===== config.mk =====
export PLATFORM = sky130hd
export DESIGN_NAME = pipe_stage_reg
export DESIGN_NICKNAME = d
export VERILOG_FILES = /design/src/rtl/pipe_pkg.sv /design/src/rtl/pipe_slot.sv /design/src/rtl/pipe_stage_reg.sv
export SDC_FILE = /design/constraint.sdc
export NUM_CORES = 1
export LEC_CHECK = 0
export BUFFER_PORTS_ARGS = -buffer_cell sky130_fd_sc_hd__buf_2
export CORE_UTILIZATION = 41
export CTS_BUF_LIST = sky130_fd_sc_hd__clkbuf_4 sky130_fd_sc_hd__clkbuf_8 sky130_fd_sc_hd__clkbuf_16
export DETAILED_ROUTE_END_ITERATION = 6
export PLACE_DENSITY = 0.75
export SYNTH_ARGS = -nofsm -noshare
export SYNTH_HDL_FRONTEND = slang
export SYNTH_SLANG_ARGS = --single-unit

===== constraint.sdc =====
create_clock -name CLK -period 2.2 [get_ports CLK]
set_input_delay 0.66 -clock CLK [delete_from_list [all_inputs] [get_ports CLK]]
set_output_delay 0.66 -clock CLK [all_outputs]
set_load 0.02 [all_outputs]

===== src/rtl/pipe_pkg.sv =====
// Shared definitions for the pipeline stage register: occupancy states and default widths.
package pipe_pkg;

   localparam int DEF_DATA_WIDTH = 32;
   localparam int DEF_CTRL_WIDTH = 16;
   localparam int DEF_CNT_WIDTH  = 16;

   typedef enum logic [1:0] {
      EMPTY = 2'd0,
      ONE   = 2'd1,
      FULL  = 2'd2
   } pipe_state_e;

endpackage


===== src/rtl/pipe_slot.sv =====
// One pipeline entry (valid, ctrl, data). Clearing drops valid and zeroes ctrl
// but keeps data, so the payload output holds its last value while empty.
module pipe_slot
   import pipe_pkg::*;
#(
   parameter int DATA_WIDTH = DEF_DATA_WIDTH,
   parameter int CTRL_WIDTH = DEF_CTRL_WIDTH
) (
   input  logic                  clk_i,
   input  logic                  rst_i,
   input  logic                  clear_i,
   input  logic                  load_i,
   input  logic [CTRL_WIDTH-1:0] ctrl_i,
   input  logic [DATA_WIDTH-1:0] data_i,
   output logic                  valid_o,
   output logic [CTRL_WIDTH-1:0] ctrl_o,
   output logic [DATA_WIDTH-1:0] data_o
);

   logic                  valid_q;
   logic [CTRL_WIDTH-1:0] ctrl_q;
   logic [DATA_WIDTH-1:0] data_q;

   always_ff @(posedge clk_i) begin
      if (rst_i) begin
         valid_q <= 1'b0;
         ctrl_q  <= '0;
         data_q  <= '0;
      end else if (clear_i) begin
         valid_q <= 1'b0;
         ctrl_q  <= '0;
      end else if (load_i) begin
         valid_q <= 1'b1;
         ctrl_q  <= ctrl_i;
         data_q  <= data_i;
      end
   end

   assign valid_o = valid_q;
   assign ctrl_o  = ctrl_q;
   assign data_o  = data_q;

endmodule


===== src/rtl/pipe_stage_reg.sv =====
// Pipeline stage register with valid/ready handshake, freeze, flush and a saturating stall counter.
//   state | meaning
//   EMPTY | no entry held
//   ONE   | head entry held, skid slot free
//   FULL  | head and skid entries held, upstream blocked
module pipe_stage_reg
   import pipe_pkg::*;
#(
   parameter int DATA_WIDTH = DEF_DATA_WIDTH,
   parameter int CTRL_WIDTH = DEF_CTRL_WIDTH,
   parameter int SKID       = 0,
   parameter int CNT_WIDTH  = DEF_CNT_WIDTH
) (
   input  logic                  CLK,
   input  logic                  RESET,
   input  logic                  BUSYWAIT,
   input  logic                  FLUSH,
   input  logic                  IN_VALID,
   output logic                  IN_READY,
   input  logic [CTRL_WIDTH-1:0] IN_CTRL,
   input  logic [DATA_WIDTH-1:0] IN_DATA,
   output logic                  OUT_VALID,
   input  logic                  OUT_READY,
   output logic [CTRL_WIDTH-1:0] OUT_CTRL,
   output logic [DATA_WIDTH-1:0] OUT_DATA,
   output logic [CNT_WIDTH-1:0]  STALL_CNT
);

   logic                  accept, pop;
   logic                  head_load, head_clear;
   logic                  head_valid;
   logic [CTRL_WIDTH-1:0] head_ctrl, head_ctrl_d;
   logic [DATA_WIDTH-1:0] head_data, head_data_d;
   logic [CNT_WIDTH-1:0]  stall_cnt_q, stall_cnt_d;

   assign accept = IN_VALID & IN_READY & ~BUSYWAIT & ~FLUSH;
   assign pop    = head_valid & OUT_READY & ~BUSYWAIT & ~FLUSH;

   pipe_slot #(.DATA_WIDTH(DATA_WIDTH), .CTRL_WIDTH(CTRL_WIDTH)) u_head (
      .clk_i   (CLK),
      .rst_i   (RESET),
      .clear_i (head_clear),
      .load_i  (head_load),
      .ctrl_i  (head_ctrl_d),
      .data_i  (head_data_d),
      .valid_o (head_valid),
      .ctrl_o  (head_ctrl),
      .data_o  (head_data)
   );

   generate
      if (SKID == 0) begin : g_single
         assign IN_READY    = ~BUSYWAIT & (~head_valid | OUT_READY);
         assign head_load   = accept;
         assign head_clear  = FLUSH | (pop & ~accept);
         assign head_ctrl_d = IN_CTRL;
         assign head_data_d = IN_DATA;
      end else begin : g_skid
         pipe_state_e           state_q, state_d;
         logic                  in_ready_q;
         logic                  skid_load, skid_clear, head_from_skid;
         logic                  skid_valid_unused;
         logic [CTRL_WIDTH-1:0] skid_ctrl;
         logic [DATA_WIDTH-1:0] skid_data;

         pipe_slot #(.DATA_WIDTH(DATA_WIDTH), .CTRL_WIDTH(CTRL_WIDTH)) u_skid (
            .clk_i   (CLK),
            .rst_i   (RESET),
            .clear_i (skid_clear),
            .load_i  (skid_load),
            .ctrl_i  (IN_CTRL),
            .data_i  (IN_DATA),
            .valid_o (skid_valid_unused),
            .ctrl_o  (skid_ctrl),
            .data_o  (skid_data)
         );

         // Ready is a flop so OUT_READY never reaches IN_READY combinationally.
         always_ff @(posedge CLK) begin
            if (RESET) begin
               state_q    <= EMPTY;
               in_ready_q <= 1'b1;
            end else begin
               state_q    <= state_d;
               in_ready_q <= (state_d != FULL);
            end
         end

         always_comb begin
            state_d        = state_q;
            head_load      = 1'b0;
            head_clear     = 1'b0;
            skid_load      = 1'b0;
            skid_clear     = 1'b0;
            head_from_skid = 1'b0;
            if (FLUSH) begin
               state_d    = EMPTY;
               head_clear = 1'b1;
               skid_clear = 1'b1;
            end else begin
               case (state_q)
                  EMPTY: if (accept) begin
                     state_d   = ONE;
                     head_load = 1'b1;
                  end
                  ONE: begin
                     if (accept && pop) begin
                        head_load = 1'b1;
                     end else if (accept) begin
                        state_d   = FULL;
                        skid_load = 1'b1;
                     end else if (pop) begin
                        state_d    = EMPTY;
                        head_clear = 1'b1;
                     end
                  end
                  FULL: if (pop) begin
                     state_d        = ONE;
                     head_load      = 1'b1;
                     head_from_skid = 1'b1;
                     skid_clear     = 1'b1;
                  end
                  default: state_d = EMPTY;
               endcase
            end
         end

         assign IN_READY    = in_ready_q;
         assign head_ctrl_d = head_from_skid ? skid_ctrl : IN_CTRL;
         assign head_data_d = head_from_skid ? skid_data : IN_DATA;
      end
   endgenerate

   always_comb begin
      stall_cnt_d = stall_cnt_q;
      if (head_valid && (!OUT_READY || BUSYWAIT) && (stall_cnt_q != '1))
         stall_cnt_d = stall_cnt_q + CNT_WIDTH'(1);
   end

   always_ff @(posedge CLK) begin
      if (RESET) stall_cnt_q <= '0;
      else       stall_cnt_q <= stall_cnt_d;
   end

   assign OUT_VALID = head_valid;
   assign OUT_CTRL  = head_ctrl;
   assign OUT_DATA  = head_data;
   assign STALL_CNT = stall_cnt_q;

endmodule


# Yosys cells after proc, flatten, opt, wreduce, memory -nomap -nowiden
# Index checks and enable logic that the tools add are counted.
totals:
  ff_bits: 65
  inputBits: 54
  output_inout_bits: 66
  wordCells: 27
op_classes:
  add_sub_neg: 1
  n_eq_ne: 1
  bitwise: 15
  n_reduce_logical: 6
op_table:
  columns: ["cell", "count"]
  rows:
  - ["$add 16x1->16 const B", 1]
  - ["$ne 16x16->1 const B", 1]
  - ["$and 1x1->1", 8]
  - ["$not 1->1", 5]
  - ["$logic_and 1x1->1", 2]
  - ["$or 1x1->1", 2]
  - ["$reduce_and 2->1", 1]
  - ["$reduce_or 2->1", 1]
  - ["$logic_not 1->1", 1]
  - ["$logic_or 1x1->1", 1]

# Longest topological paths before layout
depth:
  word_depth: 11
  mapped_depth: 6

# By module
# From an unflattened synthesis, not the netlist that was laid out.
hier_totals:
  hier_cells: 304
  hier_area_um2: 2994.1
by_module_without_submodules:
  columns: ["mod", "n_inst", "cells_each", "area_each_um2"]
  rows:
  - ["pipe_slot", 1, 201, 2094.5]
  - ["pipe_stage_reg", 1, 103, 899.6]

# Worst setup path after synthesis
# Ideal clock, no wire load.
synth_path:
  kind: "reg-to-reg"
  from: "reg stall_cnt_q[0] (netlist: STALL_CNT[0])"
  to: "reg stall_cnt_q[14] (netlist: STALL_CNT[14])"
  setup_time_ps: 70
  arrival_ps: 2039
  t_required_ps: 2130
  setup_slack_ps: 91
  path_stages_with_launch: 7
  path_buffers: 1
  synth_period_minus_slack_ps: 2109
  cell_sequence: "dfxtp_1 ha_1 nand3_2 or4_1 clkbuf_2 or4_1 a21oi_1"
synth_between:
  elab_chain_len: 2
  elab_cells_between_ends: 3
  classes_between: "add/sub (1); eq/ne (1); reduce/logical (1)"
synth_lines:
  columns: ["element", "line_no", "source"]
  rows:
  - ["start, declared", "pipe_stage_reg.sv:34", "logic [CNT_WIDTH-1:0] stall_cnt_q, stall_cnt_d;"]
  - ["start signal, assigned", "pipe_stage_reg.sv:142", "else stall_cnt_q <= stall_cnt_d;"]
  - ["parallel branches: the longest is 2 deep, another holds $add 16x1->16", null, null]
# Parallel ways; which one is timed is not known.
# A chain may end at the register's enable or synchronous reset.

# Final worst setup path
layout_path:
  from: "reg stall_cnt_q[1] (netlist: STALL_CNT[1])"
  to: "reg stall_cnt_q[8] (netlist: STALL_CNT[8])"
# Same word-level chain as after synthesis.

==> reports/results.txt <==
The run finished with clean final reports. The synthesized area came out at 2530 sq um. The worst register-to-register path has a setup slack of 0.13 ns. Measured against its own limit, the worst slew margin works out to 71.2%. The startpoint kind of the worst setup timing path is a register.

After synthesis the netlist holds a flip-flop and latch count of 65. Number of global-route vias before repair: 2,289. The critical path in this run is classified as register to register.

The layout cell share with drive strength beyond 1 is 35.8%. The worst hold path belongs to the class register to register. In this run the worst path has a maximum fanout of 6. The final layout contains routed wiring with a total length of 6.41 mm. The floorplan has 28 rows. For the post-cts gate resize count, the log shows 0. Largest delay contributor family on the critical path: simple AND/OR/NAND/NOR gates. The biggest area contributor in the post-synthesis netlist is sky130_fd_sc_hd__dfxtp_1. The critical path data required time was 2.45 ns. The final layout contains 494 nets.

The number of diodes is 0. Once layout is complete, the utilization of the core stands at 58.6%. In the synthesized netlist the async set-or-reset flop fraction comes to 0%.

The analysis attributes to cell leakage a power of 1.51 nW. The run gives 36 as the number of distinct standard cells referenced by the synthesized netlist. The first global-routing pass estimated 9.69 mm of wire. Among all cell types in the netlist, the one instantiated most often is sky130_fd_sc_hd__nand2_1. The congestion estimate from routability-driven global placement came to 0.846. The average cell area after synthesis was 8.00 sq um.

The count of buffers added on input and output ports is 119. The tools report the destination of the worst register-to-register timing path as STALL_CNT[8]. The worst path uses 93.9% of the clock period. Clock-pin slew was measured on the worst setup and hold paths at 0.08 ns. Share of the synthesized area in the top cell type: 51.3%. Number of cells on the critical path: 5.

The prevailing post-synth register cell was sky130_fd_sc_hd__dfxtp_1. Clock tree synthesis selected as its root buffer the cell sky130_fd_sc_hd__clkbuf_8. The detail-routed net length per standard cell is 12.4 um. Registers take 1300 sq um.

The run gives 9 as the number of CTS-inserted buffers. The cell area after placement was 3270 sq um. In this design, the stage delay of the slowest critical-path cell is 0.57 ns. In this run, synthesis inferred 0 flip-flops with an integrated enable. The tools report the total count of hold-check failures in the final report as 0. The number of filler instances in the final layout was 563; the DRC marker count from the first detailed-route iteration was 62. Setup repair after global routing left no endpoint under its margin. The routed layout has 2,613 vias. The tool flagged a number of max-cap violations equal to 0. The number of max-slew violations in the final report was 0; the slew at the pin closest to its max-slew limit was 0.432 ns. The clock drives 65 sinks. After global routing the overflow that remains totals 0. The tools report the clock skew after layout as 0.0113 ns. Die outline height: 80.6 um. Post-synthesis sequential area ratio: 51.3%. Worst hold path startpoint: u_head.ctrl_o[15].

The cell count of the worst reg-to-reg path was 5; the iteration count of the initial detailed-routing pass was 4. The logs give 0 for the initial antenna violation count and 0.33 ns for the clock latency on the worst-skew pair. After clock tree synthesis, the setup repair step added 0 buffers. TritonCTS built the clock tree. For this design the top-level I/O count stands at 120. The HPWL reported at the end of detailed placement was 4.57 mm; the area of the die was 6500 sq um.

The worst path needs 2.07 ns of the cycle, external delays included. In this run the remaining antenna-violating nets after routing total 0. The critical path contains buffers and inverters numbering 0 combined.

In the synthesized netlist, the number of instances is 317. The commonest cells after synthesis are sky130_fd_sc_hd__nand2_1 (102), sky130_fd_sc_hd__dfxtp_1 (65), sky130_fd_sc_hd__a21oi_1 (58), sky130_fd_sc_hd__clkbuf_1 (16), sky130_fd_sc_hd__nor2_1 (10). For this run, the number of Yosys warnings is 0. Summing all multi-input logic gate instances after layout gives 1160 sq um. The die extent in x works out to 80.6 um. Kind of end point of the critical path: a register. The vias per cell is 5.03, and the initial core utilization is 42.6%.

Walking the worst path, the cells encountered are ha_1 -> nand3_2 -> or4_1 -> or3_2 -> a21oi_1. IR analysis of the VDD net gives a maximum drop of 0.316 mV. The run gives 5960 sq um as the area of the core.

Depth of the CTS H-tree: 3. Entering global routing, the biggest net connects 39 pins. Power spread over the standard cell area amounts to 727 nW/um^2. The area growth from synthesis to layout is 37.8%. The startpoint identified for the worst register-to-register timing path is STALL_CNT[1]. The cell type of the slowest stage on the worst timing path was sky130_fd_sc_hd__or4_1.

The run gives 0 as the number of buffers added to fix hold violations after cts. For the highest clock frequency the design can meet, the log shows 484 MHz. By area the synthesized netlist is led by sky130_fd_sc_hd__dfxtp_1 (51%), sky130_fd_sc_hd__nand2_1 (15%), sky130_fd_sc_hd__a21oi_1 (11%), sky130_fd_sc_hd__clkbuf_1 (2.4%), sky130_fd_sc_hd__nor2_1 (1.5%). Setup violations remaining at the end of the flow were counted as 0. The tools report the number of buffers on the longest clock path as 2.

Post-layout instance area: 3490 sq um. The critical path data arrival time is 2.32 ns, and the number of cells on the worst hold path is 2. For this run, design rule violations remaining after detail routing come to 0. The net count after synthesis was 372. The run gives 19.5% as the aggregate global-route resource usage. The path with the worst hold slack has its endpoint at u_head.ctrl_o[15].
-- kinds of logic (layout without fill, tap and decap cells) --
logic type / count (synthesis) / after routing / share of synthesized area, %
adder cells (fa/ha/maj): 1 / 1 / 0.494
AND/OR/NAND/NOR: 152 / 152 / 27.3
AO/OA/AOI/OAI: 74 / 74 / 15.8
multiplexers: 4 / 4 / 1.73
flip-flops: 65 / 65 / 51.3
buffers and inverters: 21 / 148 / 3.26
-- power breakdown --
part	internal, W	switching (W)	total (W)
clock	0.000680	0.000443	0.00112
sequential	0.00120	0.0000128	0.00121
combinational	0.0000825	0.000120	0.000203
-- per-stage QoR --
stage	TNS (ns)	setup slack [ns]	power (W)	hold WS [ns]	std cells
after floorplan	0	0.0906	0.00134	0.535	317
after global placement	0	0.00958	0.00144	0.439	503
after detailed placement	-0.0159	-0.0159	0.00145	0.445	503
after CTS	0	0.142	0.00257	0.454	519
after global routing	0	0.0121	0.00264	0.470	519
final	0	0.133	0.00254	0.451	519
-- layer usage --
layer | share of wire [%] | vias up | global-route usage (%)
met5 | 0 | - | 0
met4 | 1.6 | 0 | 10.0
met3 | 8.3 | 12 | 5.00
met2 | 47 | 102 | 34.5
met1 | 43 | 1171 | 21.4
li1 | - | 1328 | -
-- tightest hold or removal path, delay by kind of cell (launching register included) --
family | cells | cell delay [ns]
DFF | 1 | 0.31
AOI/OAI and AO/OA | 1 | 0.05
and+or+nand+nor | 1 | 0.05
-- worst max path at each step --
stage | start | endpoint
4_1_cts | STALL_CNT[1] | STALL_CNT[8]
5_1_grt | STALL_CNT[1] | STALL_CNT[8]
2_1_floorplan | STALL_CNT[0] | STALL_CNT[14]
3_5_place_dp | OUT_READY | STALL_CNT[14]
6_report | STALL_CNT[1] | STALL_CNT[8]
3_3_place_gp | OUT_READY | STALL_CNT[14]
-- cells in the final DEF (no fill, tap or decap), types with 2 or more instances in the layout --
cell type                   count
sky130_fd_sc_hd__a211oi_1       3
sky130_fd_sc_hd__a21oi_1       58
sky130_fd_sc_hd__and3_1         2
sky130_fd_sc_hd__buf_12         2
sky130_fd_sc_hd__buf_2        119
sky130_fd_sc_hd__buf_4          9
sky130_fd_sc_hd__bufinv_16      2
sky130_fd_sc_hd__clkbuf_8      10
sky130_fd_sc_hd__clkinv_2       2
sky130_fd_sc_hd__dfxtp_1       65
sky130_fd_sc_hd__inv_1          2
sky130_fd_sc_hd__mux2_2         3
sky130_fd_sc_hd__nand2_1      102
sky130_fd_sc_hd__nand2b_1       4
sky130_fd_sc_hd__nand3_1        3
sky130_fd_sc_hd__nand4_1        4
sky130_fd_sc_hd__nor2_1        10
sky130_fd_sc_hd__nor2b_1        4
sky130_fd_sc_hd__nor3_1         2
sky130_fd_sc_hd__nor3b_1        2
sky130_fd_sc_hd__nor4_1         3
sky130_fd_sc_hd__nor4b_1        2
sky130_fd_sc_hd__o21ai_0        4
sky130_fd_sc_hd__o31ai_1        3
sky130_fd_sc_hd__or3_1          3
sky130_fd_sc_hd__or3_2          2
sky130_fd_sc_hd__or4_1          2
sky130_fd_sc_hd__or4_2          2
-- registers in the layout (all words and copies together) (netlist names) --
signal,flops
u_head.data_o,32
STALL_CNT,16
u_head.ctrl_o,16
u_head.valid_o,1
-- cell type report --
type | count | share of cell area, %
inverter | 2 | 0.215
sequential | 65 | 37.3
multi-input combinational | 231 | 33.3
clock inverter | 5 | 2.26
clock buffer | 11 | 4.16
tap | 75 | 2.69
timing repair buffer | 130 | 20.1
No activity file was read; power rests on OpenSTA's default activity.
